===== config.mk =====
export PLATFORM = sky130hd
export DESIGN_NAME = reg_file_dump_flat
export DESIGN_NICKNAME = d
export VERILOG_FILES = /design/src/rtl/reg_file_dump_if.sv /design/src/rtl/reg_file_dump.sv /design/src/flat_wrapper.sv
export SDC_FILE = /design/constraint.sdc
export NUM_CORES = 1
export LEC_CHECK = 0
export CAP_MARGIN = 40
export CORE_ASPECT_RATIO = 0.7
export CORE_MARGIN = 2
export CORE_UTILIZATION = 45
export CTS_CLUSTER_DIAMETER = 30
export CTS_CLUSTER_SIZE = 25
export DETAILED_ROUTE_END_ITERATION = 7
export PLACE_DENSITY = 0.84
export SYNTH_ARGS = -nofsm -noshare
export SYNTH_HDL_FRONTEND = slang
export SYNTH_SLANG_ARGS = --single-unit

===== constraint.sdc =====
create_clock -name clk -period 4.2 [get_ports clk]
set_input_delay 1.26 -clock clk [delete_from_list [all_inputs] [get_ports clk]]
set_output_delay 1.26 -clock clk [all_outputs]
set_load 0.02 [all_outputs]

===== src/rtl/reg_file_dump_if.sv =====
// Register-dump output stream: {addr, data} words with valid/ready.
// master = dumper, slave = sink.
interface reg_file_dump_if #(
  parameter int ADDRESS_WIDTH = 5,
  parameter int DATA_WIDTH    = 32
);
  logic                     out_valid;
  logic                     out_ready;
  logic [ADDRESS_WIDTH-1:0] out_addr;
  logic [DATA_WIDTH-1:0]    out_data;

  modport master (
    output out_valid,
    output out_addr,
    output out_data,
    input  out_ready
  );

  modport slave (
    input  out_valid,
    input  out_addr,
    input  out_data,
    output out_ready
  );
endinterface


===== src/rtl/reg_file_dump.sv =====
// Walks the register file on read port 1 and streams {addr, data}.
// REG_FILE_DUMP_SKIP_X0_EN: start the walk at x1 instead of x0.
module reg_file_dump #(
  parameter int ADDRESS_WIDTH = 5,
  parameter int DATA_WIDTH    = 32
) (
  input  logic                     clk,
  input  logic                     rst_n,
  input  logic                     start,
  output logic                     busy,
  output logic                     done,
  output logic [ADDRESS_WIDTH-1:0] a1,
  input  logic [DATA_WIDTH-1:0]    rd1,
  reg_file_dump_if.master          stream
);

`ifdef REG_FILE_DUMP_SKIP_X0_EN
  localparam logic [ADDRESS_WIDTH-1:0] FIRST = ADDRESS_WIDTH'(1);
`else
  localparam logic [ADDRESS_WIDTH-1:0] FIRST = '0;
`endif

  typedef enum logic [1:0] {
    IDLE,
    READ,
    SEND,
    DONE
  } state_t;

  state_t                   state;
  state_t                   state_n;
  logic [ADDRESS_WIDTH-1:0] cnt;
  logic [ADDRESS_WIDTH-1:0] cnt_n;
  logic                     valid_n;
  logic [ADDRESS_WIDTH-1:0] addr_n;
  logic [DATA_WIDTH-1:0]    data_n;

  always_ff @(posedge clk) begin
    if (!rst_n) begin
      state           <= IDLE;
      cnt             <= '0;
      stream.out_valid <= 1'b0;
      stream.out_addr  <= '0;
      stream.out_data  <= '0;
    end else begin
      state           <= state_n;
      cnt             <= cnt_n;
      stream.out_valid <= valid_n;
      stream.out_addr  <= addr_n;
      stream.out_data  <= data_n;
    end
  end

  always_comb begin
    state_n = state;
    cnt_n   = cnt;
    valid_n = stream.out_valid;
    addr_n  = stream.out_addr;
    data_n  = stream.out_data;
    unique case (1'b1)
      (state == IDLE): begin
        if (start) begin
          cnt_n   = FIRST;
          state_n = READ;
        end
      end
      (state == READ): begin
        data_n  = rd1;
        addr_n  = cnt;
        valid_n = 1'b1;
        state_n = SEND;
      end
      (state == SEND): begin
        if (stream.out_valid && stream.out_ready) begin
          valid_n = 1'b0;
          // compare, not carry: the counter must not wrap mid-dump
          if (cnt == '1) begin
            state_n = DONE;
          end else begin
            cnt_n   = cnt + 1'b1;
            state_n = READ;
          end
        end
      end
      (state == DONE): begin
        state_n = IDLE;
      end
      default: begin
        state_n = IDLE;
      end
    endcase
  end

  assign a1   = cnt;
  assign busy = (state == READ) || (state == SEND);
  assign done = (state == DONE);

endmodule


===== src/flat_wrapper.sv =====
// flat-port wrapper written by rule: the top's interface ports become plain ports
module reg_file_dump_flat 
#(
  parameter int ADDRESS_WIDTH = 5,
  parameter int DATA_WIDTH    = 32
)
  (clk, rst_n, start, busy, done, a1, rd1, stream_out_valid, stream_out_addr, stream_out_data, stream_out_ready);
  reg_file_dump_if #(.ADDRESS_WIDTH(ADDRESS_WIDTH), .DATA_WIDTH(DATA_WIDTH)) stream_i ();
  input  logic clk;
  input  logic rst_n;
  input  logic start;
  output logic busy;
  output logic done;
  output logic [ADDRESS_WIDTH-1:0] a1;
  input  logic [DATA_WIDTH-1:0] rd1;
  output wire logic [$bits(stream_i.out_valid)-1:0] stream_out_valid;
  output wire logic [$bits(stream_i.out_addr)-1:0] stream_out_addr;
  output wire logic [$bits(stream_i.out_data)-1:0] stream_out_data;
  input wire logic [$bits(stream_i.out_ready)-1:0] stream_out_ready;
  assign stream_out_valid = stream_i.out_valid;
  assign stream_out_addr = stream_i.out_addr;
  assign stream_out_data = stream_i.out_data;
  assign stream_i.out_ready = stream_out_ready;
  reg_file_dump #(.ADDRESS_WIDTH(ADDRESS_WIDTH), .DATA_WIDTH(DATA_WIDTH)) u_core (.clk(clk), .rst_n(rst_n), .start(start), .busy(busy), .done(done), .a1(a1), .rd1(rd1), .stream(stream_i));
endmodule

======== Word-level counts from Yosys, hierarchy flattened ========
Index checks and enable logic that the tools add are counted.
operators by class
  add/sub/neg operators ................... 1
  equal/unequal tests ..................... 7
  muxes and demuxes ....................... 10
  reduce and logical (&&, ||, !) cells .... 8
operators with widths
  kind                                           number
  2-to-1 mux 5 bit                               3
  one-hot mux 5 bit (2 select lines)             1
  2-to-1 mux 2 bit                               3
  != test 2 bit, second input constant           3
  one-hot mux 2 bit (3 select lines)             1
  adder 5 x 1 -> 5 bit, second input constant    1
  == test 5 bit, second input constant           1
  == test 2 bit, second input constant           2
  AND reduction 2 bit                            2
  AND reduction 4 bit                            1
  nonzero test 2 bit                             2
  == test 2 x 1 -> 1 bit, second input constant  1
  zero test 2 bit                                1
  one-hot mux 1 bit (2 select lines)             1
  logical AND 1 bit                              1
  logical OR 1 bit                               1
  2-to-1 mux 1 bit                               1
word-level totals
  flip-flop bits (word level) ............. 45
  bits of input ports ..................... 36
  output and inout port bits .............. 45

======== Longest topological paths before layout ========
Gate-level depths: netlist of run 1.
  depth after elaboration ................. 4
  gate-level depth with buffers ........... 7
  gate-level depth less buffers ........... 7

======== Least setup slack after synthesis of run 1 ========
No wires, ideal clock.
  path type ............................... flip-flop to output port
  start point ............................. register u_core.state[0]
  end point ............................... output port busy
  arrival time ............................ 0.846 ns
  required time ........................... 2.940 ns
  path slack .............................. 2.094 ns
  cell stages (with the launch flop) ...... 3
  buffers on the path ..................... 0
  cell sequence ........................... dfxtp_1 -> inv_1 -> ha_1
between the ends
  cells in the longest elaborated chain, start to end .. 2
  elaborated cells on any way between the ends .. 3
ends and longest elaborated chain
  what                                                            RTL line             RTL
  start, declared                                                 reg_file_dump.sv:30  state_t state;
  start signal, assigned                                          reg_file_dump.sv:46  state <= state_n;
  == test 2 x 1 -> 1 bit / == test 2 bit (equally long branches)  reg_file_dump.sv:95  assign busy = (state == READ) || (state == SEND);
  logical OR 1 bit (*)                                            reg_file_dump.sv:95
  end, declared                                                   flat_wrapper.sv:12   output logic busy;
Mark *: on every way between the ends. The rest lies on a longest branch, timed or not.

======== Worst setup path in the final report of run 1 ========
Same ends and word-level chain as after synthesis.

==> results of run 1 <==
==> per-stage QoR <==
stage / area, µm² / cells
after global routing: 2829 / 307
after floorplan: 1916 / 176
after CTS: 2829 / 307
final: 2829 / 307
after detailed placement: 2743 / 300
after global placement: 2743 / 300
==> layer usage <==
metal	GRT usage (%)	vias to the layer above	part of all wire [%]
met5	0	-	0
met2	24.97	47	41
li1	-	748	-
met4	5.714	0	1.4
met3	5.828	7	6.6
met1	23.72	657	51
==> worst max-delay path, stage by stage, from the launching register on <==
cell,delay (ns)
dfxtp_1,0.44
inv_1,0.12
ha_1,0.30
clkdlybuf4s50_1,0.60
==> state kept, by name (all words and copies together) (netlist names) <==
signal and flops:
u_core.a1 5, u_core.stream.out_data 32, u_core.stream.out_addr 5, u_core.state 2, u_core.stream.out_valid 1
==> final cells by class <==
class                           count  area, µm²
Sequential cell                    45      900.9
Inverter                            2      7.507
Clock buffer                        7      86.33
Fill cell                         329       1165
Timing Repair Buffer               82      815.8
Tap cell                           52      65.06
Multi-Input combinational cell    119      953.4
==> cells in the mapped netlist (2+ instances only) <==
cell type  count  area [µm²]
inv_1          2       7.510
nor2_1         2       7.510
o21ai_0        4       20.02
dfxtp_1       45       900.9
mux2i_1       38       380.4
nand2_1        8       30.03
nand4_1        2       12.51
buf_2          3       15.01
ha_1           7       87.58
nor2b_1       40       250.2
clkbuf_1       3       11.26
o21a_1         2       15.01
buf_4          4       30.03
a21oi_1        3       15.01
==> logic make-up (layout without fill, tap and decap cells) <==
group                    count (synthesis)  count (layout)  share of synthesized area [%]
AND/OR/NAND/NOR                         60              60                          19.66
AO/OA/AOI/OAI                           14              14                          5.552
flip-flops                              45              45                          47.03
multiplexers                            38              38                          19.86
buffers and inverters                   12              91                          3.331
adder cells (fa/ha/maj)                  7               7                          4.572
==> final timing paths <==
| kind | startpoint | end | slack, ns |
|---|---|---|---|
| max reg2reg | u_core.state[0]$_SDFFE_PN0P_ | u_core.stream.out_data[9]$_SDFFE_PN0P_ | 2.25 |
| max | u_core.state[0]$_SDFFE_PN0P_ | busy | 1.19 |
| min | u_core.a1[4]$_SDFFE_PN0P_ | u_core.a1[4]$_SDFFE_PN0P_ | 0.52 |
| min reg2reg | u_core.a1[4]$_SDFFE_PN0P_ | u_core.a1[4]$_SDFFE_PN0P_ | 0.52 |
==> power breakdown <==
part           leakage (nW)  switching [mW]  internal, mW
registers             0.367          0.0539         0.510
clock network        0.0443           0.131         0.131
logic                 0.645           0.336         0.340
total                  1.06           0.521         0.981
==> results.md, run 1 <==
* Peak supply drop at 0.0002926 V
* CTS tree: yes
* Final Max Slew Viols at 0
* Post-synth ARST share at 0%
* Core Util, Final at 70.83%
* FF+latch count, synth at 45
* Startpoint types: flop
* Antenna diode count at 0
* Iter 0 DRT Violations at 22
* CTS root buffer: clkbuf_8
* Drt wl/cell at 12.90 µm
* Vias in the first global route at 1,371
* Initial antenna violation count at 0
* # hold bufs at CTS at 0
* Vias at 1,459
* Post-synth cell types at 27
* Fraction of layout cells with a size suffix above 1 at 5.490%
* Die X at 81.98 µm
* Crit path required time at 2.94 ns
* Hold Crit Depth at 2
* Total iterations of the first detailed-routing run at 3
* Hold Vio Cnt, Final at 0
* Grt ovf at 0
* Most frequent cells in the layout: clkdlybuf4s50_1 (80), dfxtp_1 (45), nor2b_1 (40), mux2i_1 (38), nand2_1 (8)
* Die ar. at 4803 µm²
* IO buf count at 80
* Crit. End Element: output port
* Minimum clock period at 3.005 ns
* Core Rows at 19
* Max transition margin at 44.45%
* Commonest non-fill, non-tap cell in the layout: clkdlybuf4s50_1
* Post-Route Setup TNS at 0 ns
* Avg Cell Area, Syn at 10.88 µm²
* Clock sink total at 45
* ANT nets after route at 0
* Clock Latency Late Sink at 0.29 ns
* Hold WS at 0.5181 ns
* Gpl congestion at 0.6819
* Post-route DRC at 0
* WP data arrival at 1.75 ns
* Synth Flop Type: dfxtp_1
* Worst-Margin Slew at 0.8306 ns
* Routed wire length at 3.961 mm
* Tot GR Track Use at 17.09%
* Synth warn at 0
* PwrDens at 531.1 nW/µm²
* Clk buf depth at 2
* Power, Total at 1.503 mW
* Sequential-to-total area share from yosys stat at 47.03%
* Final Cycle Share at 71.56%
* Largest net degree at the start of global routing at 31
* Setup Viol. Count Final at 0
* DP HPWL at 2.850 mm
* First-pass GRT wire length at 6.230 mm
* Static leakage at 1.056 nW
* Placeable Area at 3994 µm²
* Worst-path fanout max at 6
* Nets at 298
* EDFF count, synth at 0
* Area of the mapped netlist at 1916 µm²
* Hold WC Path Type: flop to flop
* Num CTS Buffers at 5
* Area grow syn2layout at 47.68%
* Cts repair resizes at 0
* RSZ-0062 raised after global routing: false
* Syn Nets at 219
* Setup Buffers After CTS at 0
* Mapped Cells at 176
* Clock Skew at 0.003573 ns
* FMAX at 332.7 MHz
* Post-route worst setup slack at 1.195 ns
* Place WS at 1.284 ns
* CP Class: flop to output port
* Clock transition at path regs at 0.07 ns
* Status: completed
* R2r worst-path depth at 4
* MaxCap Viol Count at 0
* CTS H-tree depth at 2
* # IOs at 81
* Die height at 58.59 µm
* Starting Density at 47.96%
* Drt via density at 4.752
(Power assumes the default switching activity.)
==> run 2, diff against run 1 <==
Settings changed: CORE_UTILIZATION 45 to 42, PLACE_DENSITY 0.84 to 0.79.
Clock period 4.2 ns to 3 ns, I/O delays scaled along.
==> run 2 against run 1 <==
  * Clock skew increased by 0.0011 ns
  * Via count increased by 0.62%
  * Setup slack got worse by 0.79 ns
  * Final cell count increased by 1.3%
  * Worst hold slack got worse by 0.0068 ns
  * Critical path depth unchanged
  * Highest routed layer unchanged
==> results.md, run 2 (synthesized netlist as in run 1, its figures left out) <==
* Status: completed
* Placeable Area at 4354 µm² (+9.0%)
* Post-route DRC at 0 (unchanged)
* CTS tree: yes
* R2r setup slk at 1.06 ns (-1.19 ns)
* Initial antenna violation count at 0 (unchanged)
* Clock Latency Late Sink at 0.29 ns (about the same)
* Die height at 60.51 µm (+3.3%)
* Total iterations of the first detailed-routing run at 4 (+1)
* Static leakage at 1.066 nW (+0.98%)
* MaxCap Viol Count at 0 (unchanged)
* Num CTS Buffers at 5 (unchanged)
* Clk buf depth at 2 (unchanged)
* Switch share at 34.72% (about the same)
* Area grow syn2layout at 49.05%
* Met3 routed WL at 380 µm (+44%)
* Crit. End Element: output port
* FMAX at 385.0 MHz
* Fraction of layout cells with a size suffix above 1 at 6.250% (+0.76 points)
* Power, Total at 2.130 mW (+42%)
* M1 WL at 1.800 mm (-11%)
* Max FFs per register at 32 (unchanged)
* Cts repair resizes at 0 (unchanged)
* DR WL met2 at 1.594 mm (-1.6%)
* CP cell instances: inv_1 -> ha_1 -> clkdlybuf4s50_1
* WP data arrival at 1.70 ns (-0.05 ns)
* Routed wire length at 3.813 mm (-3.7%)
* Antenna diode count at 0 (unchanged)
* Startpoint types: flop
* Final Max Slew Viols at 0 (unchanged)
* Max transition margin at 66.06% (+22 points)
* CTS H-tree depth at 2 (unchanged)
* Clock transition at path regs at 0.08 ns (about the same)
* Reg-to-Reg Start: u_core.a1[0]$_SDFFE_PN0P_
* DP HPWL at 2.709 mm (-4.9%)
* Largest net degree at the start of global routing at 49 (+58%)
* Die X at 84.72 µm (+3.3%)
* First-pass GRT wire length at 6.334 mm (+1.7%)
* Top layer reached by signal wires: met4
* Gate power share at 45.0% (about the same)
* Core Rows at 20 (+1)
* Most flops, register: u_core.stream.out_data
* # IOs at 81 (unchanged)
* Grt ovf at 0 (unchanged)
* Crit path largest cell delay at 0.59 ns (about the same)
* ANT nets after route at 0 (unchanged)
* Clock power share at 18.2% (+0.8 points)
* Setup Viol. Count Final at 0 (unchanged)
* Setup Buffers After CTS at 0 (unchanged)
* Crit path buf inv count at 2 (unchanged)
* CP top delay family: buffers and inverters
* Hold path start: u_core.a1[4]$_SDFFE_PN0P_
* Iter 0 DRT Violations at 67 (+200%)
* CTS root buffer: clkbuf_8
* Most frequent cells in the layout: clkdlybuf4s50_1 (80), dfxtp_1 (45), nor2b_1 (40), mux2i_1 (38), nand2_1 (8)
* Crit path required time at 2.10 ns (-0.84 ns)
* # hold bufs at CTS at 0 (unchanged)
* Drt via density at 4.720 (-0.68%)
* Worst-Margin Slew at 0.5091 ns (-0.3215 ns)
* RSZ-0062 raised after global routing: false
* Clock Skew at 0.004700 ns (+0.001127 ns)
* Hold Crit Depth at 2 (unchanged)
* Vias in the first global route at 1,394 (+1.7%)
* Commonest non-fill, non-tap cell in the layout: clkdlybuf4s50_1
* Nets at 298 (unchanged)
* Clock sink total at 45 (unchanged)
* Hold Vio Cnt, Final at 0 (unchanged)
* Hold WC Path Type: flop to flop
* P_int at 1.390 mW (+42%)
* Worst-path fanout max at 6 (unchanged)
* Switch Pwr at 0.7394 mW (+42%)
* Post-Route Setup TNS at 0 ns (unchanged)
* Cell at the slowest stage of the critical path: clkdlybuf4s50_1
* Tot GR Track Use at 15.91% (-1.2 points)
* Peak supply drop at 0.0004262 V (+46%)
* Die ar. at 5126 µm² (+6.7%)
* Gpl congestion at 0.6932 (+1.7%)
* Hold Path End: u_core.a1[4]$_SDFFE_PN0P_
* IO buf count at 80 (unchanged)
* Drt wl/cell at 12.26 µm (-5.0%)
* Hold WS at 0.5114 ns (-0.006772 ns)
* Reg-to-reg endpoint: u_core.a1[3]$_SDFFE_PN0P_
* CP Class: flop to output port
* R2r worst-path depth at 7 (+3)
* Reg power frac at 36.9% (-0.7 points)
* Final Cycle Share at 86.57%
* Vias at 1,468 (+0.62%)
* Starting Density at 43.99% (-4.0 points)
* Minimum clock period at 2.597 ns
* PwrDens at 745.9 nW/µm² (+40%)
* FILL cells at 392 (+19%)
==> run 2: cell types whose count changed in the layout (fill, tap and decap cells not counted), sizes merged <==
cell / previous run / this run
clkbuf: 7 / 6
clkinv: 0 / 2
==> run 2: power by group through the flow <==
stage	clock [mW]	combinational (mW)	sequential (mW)
6_report	0.387	0.958	0.785
5_1_grt	0.437	1.03	0.805
4_1_cts	0.407	0.970	0.787
3_5_place_dp	0	0.967	0.800
3_3_place_gp	0	0.960	0.797
2_1_floorplan	0	0.491	0.925
==> run 2: worst max path at each step <==
stage | from | to | slack (ns) | cells after the start
after global placement | u_core.state[0]$_SDFFE_PN0P_ | busy | 0.72 | 3
after CTS | u_core.state[0]$_SDFFE_PN0P_ | busy | 0.39 | 3
after floorplan | u_core.a1[0]$_SDFFE_PN0P_ | u_core.a1[3]$_SDFFE_PN0P_ | 1.17 | 7
final | u_core.state[0]$_SDFFE_PN0P_ | busy | 0.40 | 3
after global routing | u_core.state[0]$_SDFFE_PN0P_ | busy | 0.31 | 3
after detailed placement | stream_out_ready | u_core.a1[3]$_SDFFE_PN0P_ | 0.69 | 5
==> run 2: routing by layer <==
layer	up-vias	global-route usage [%]
met2	56	24.86
met4	0	5.442
met1	658	19.95
met3	5	7.211
li1	749	-
met5	-	0
==> run 2: area by class of cell <==
class / count / area [µm²] / area share (%)
flip-flops and latches: 45 / 900.9 / 31.55
clock buffers: 6 / 82.58 / 2.892
multi-input cells: 119 / 953.4 / 33.39
inverters: 2 / 7.507 / 0.2629
clock inverters: 2 / 13.76 / 0.4820
repair buffers: 82 / 828.3 / 29.01
well taps: 55 / 68.82 / 2.410
==> run 2: stage by stage <==
stage	utilization, %	worst slack (ns)	cells	area, µm²
3_3_place_gp	63.36	0.7153	303	2759
6_report	65.57	0.4028	311	2855
4_1_cts	65.57	0.3862	311	2855
2_1_floorplan	-	1.166	176	1916
5_1_grt	65.57	0.3113	311	2855
3_5_place_dp	63.36	0.6872	303	2759
==> run 2: worst register-to-register path: stages, from the launching register on <==
cell      delay (ns)
dfxtp_1         0.38
ha_1            0.26
and3_1          0.20
ha_1            0.19
nand3b_4        0.18
a211oi_4        0.36
a21boi_2        0.09
o21a_1          0.18
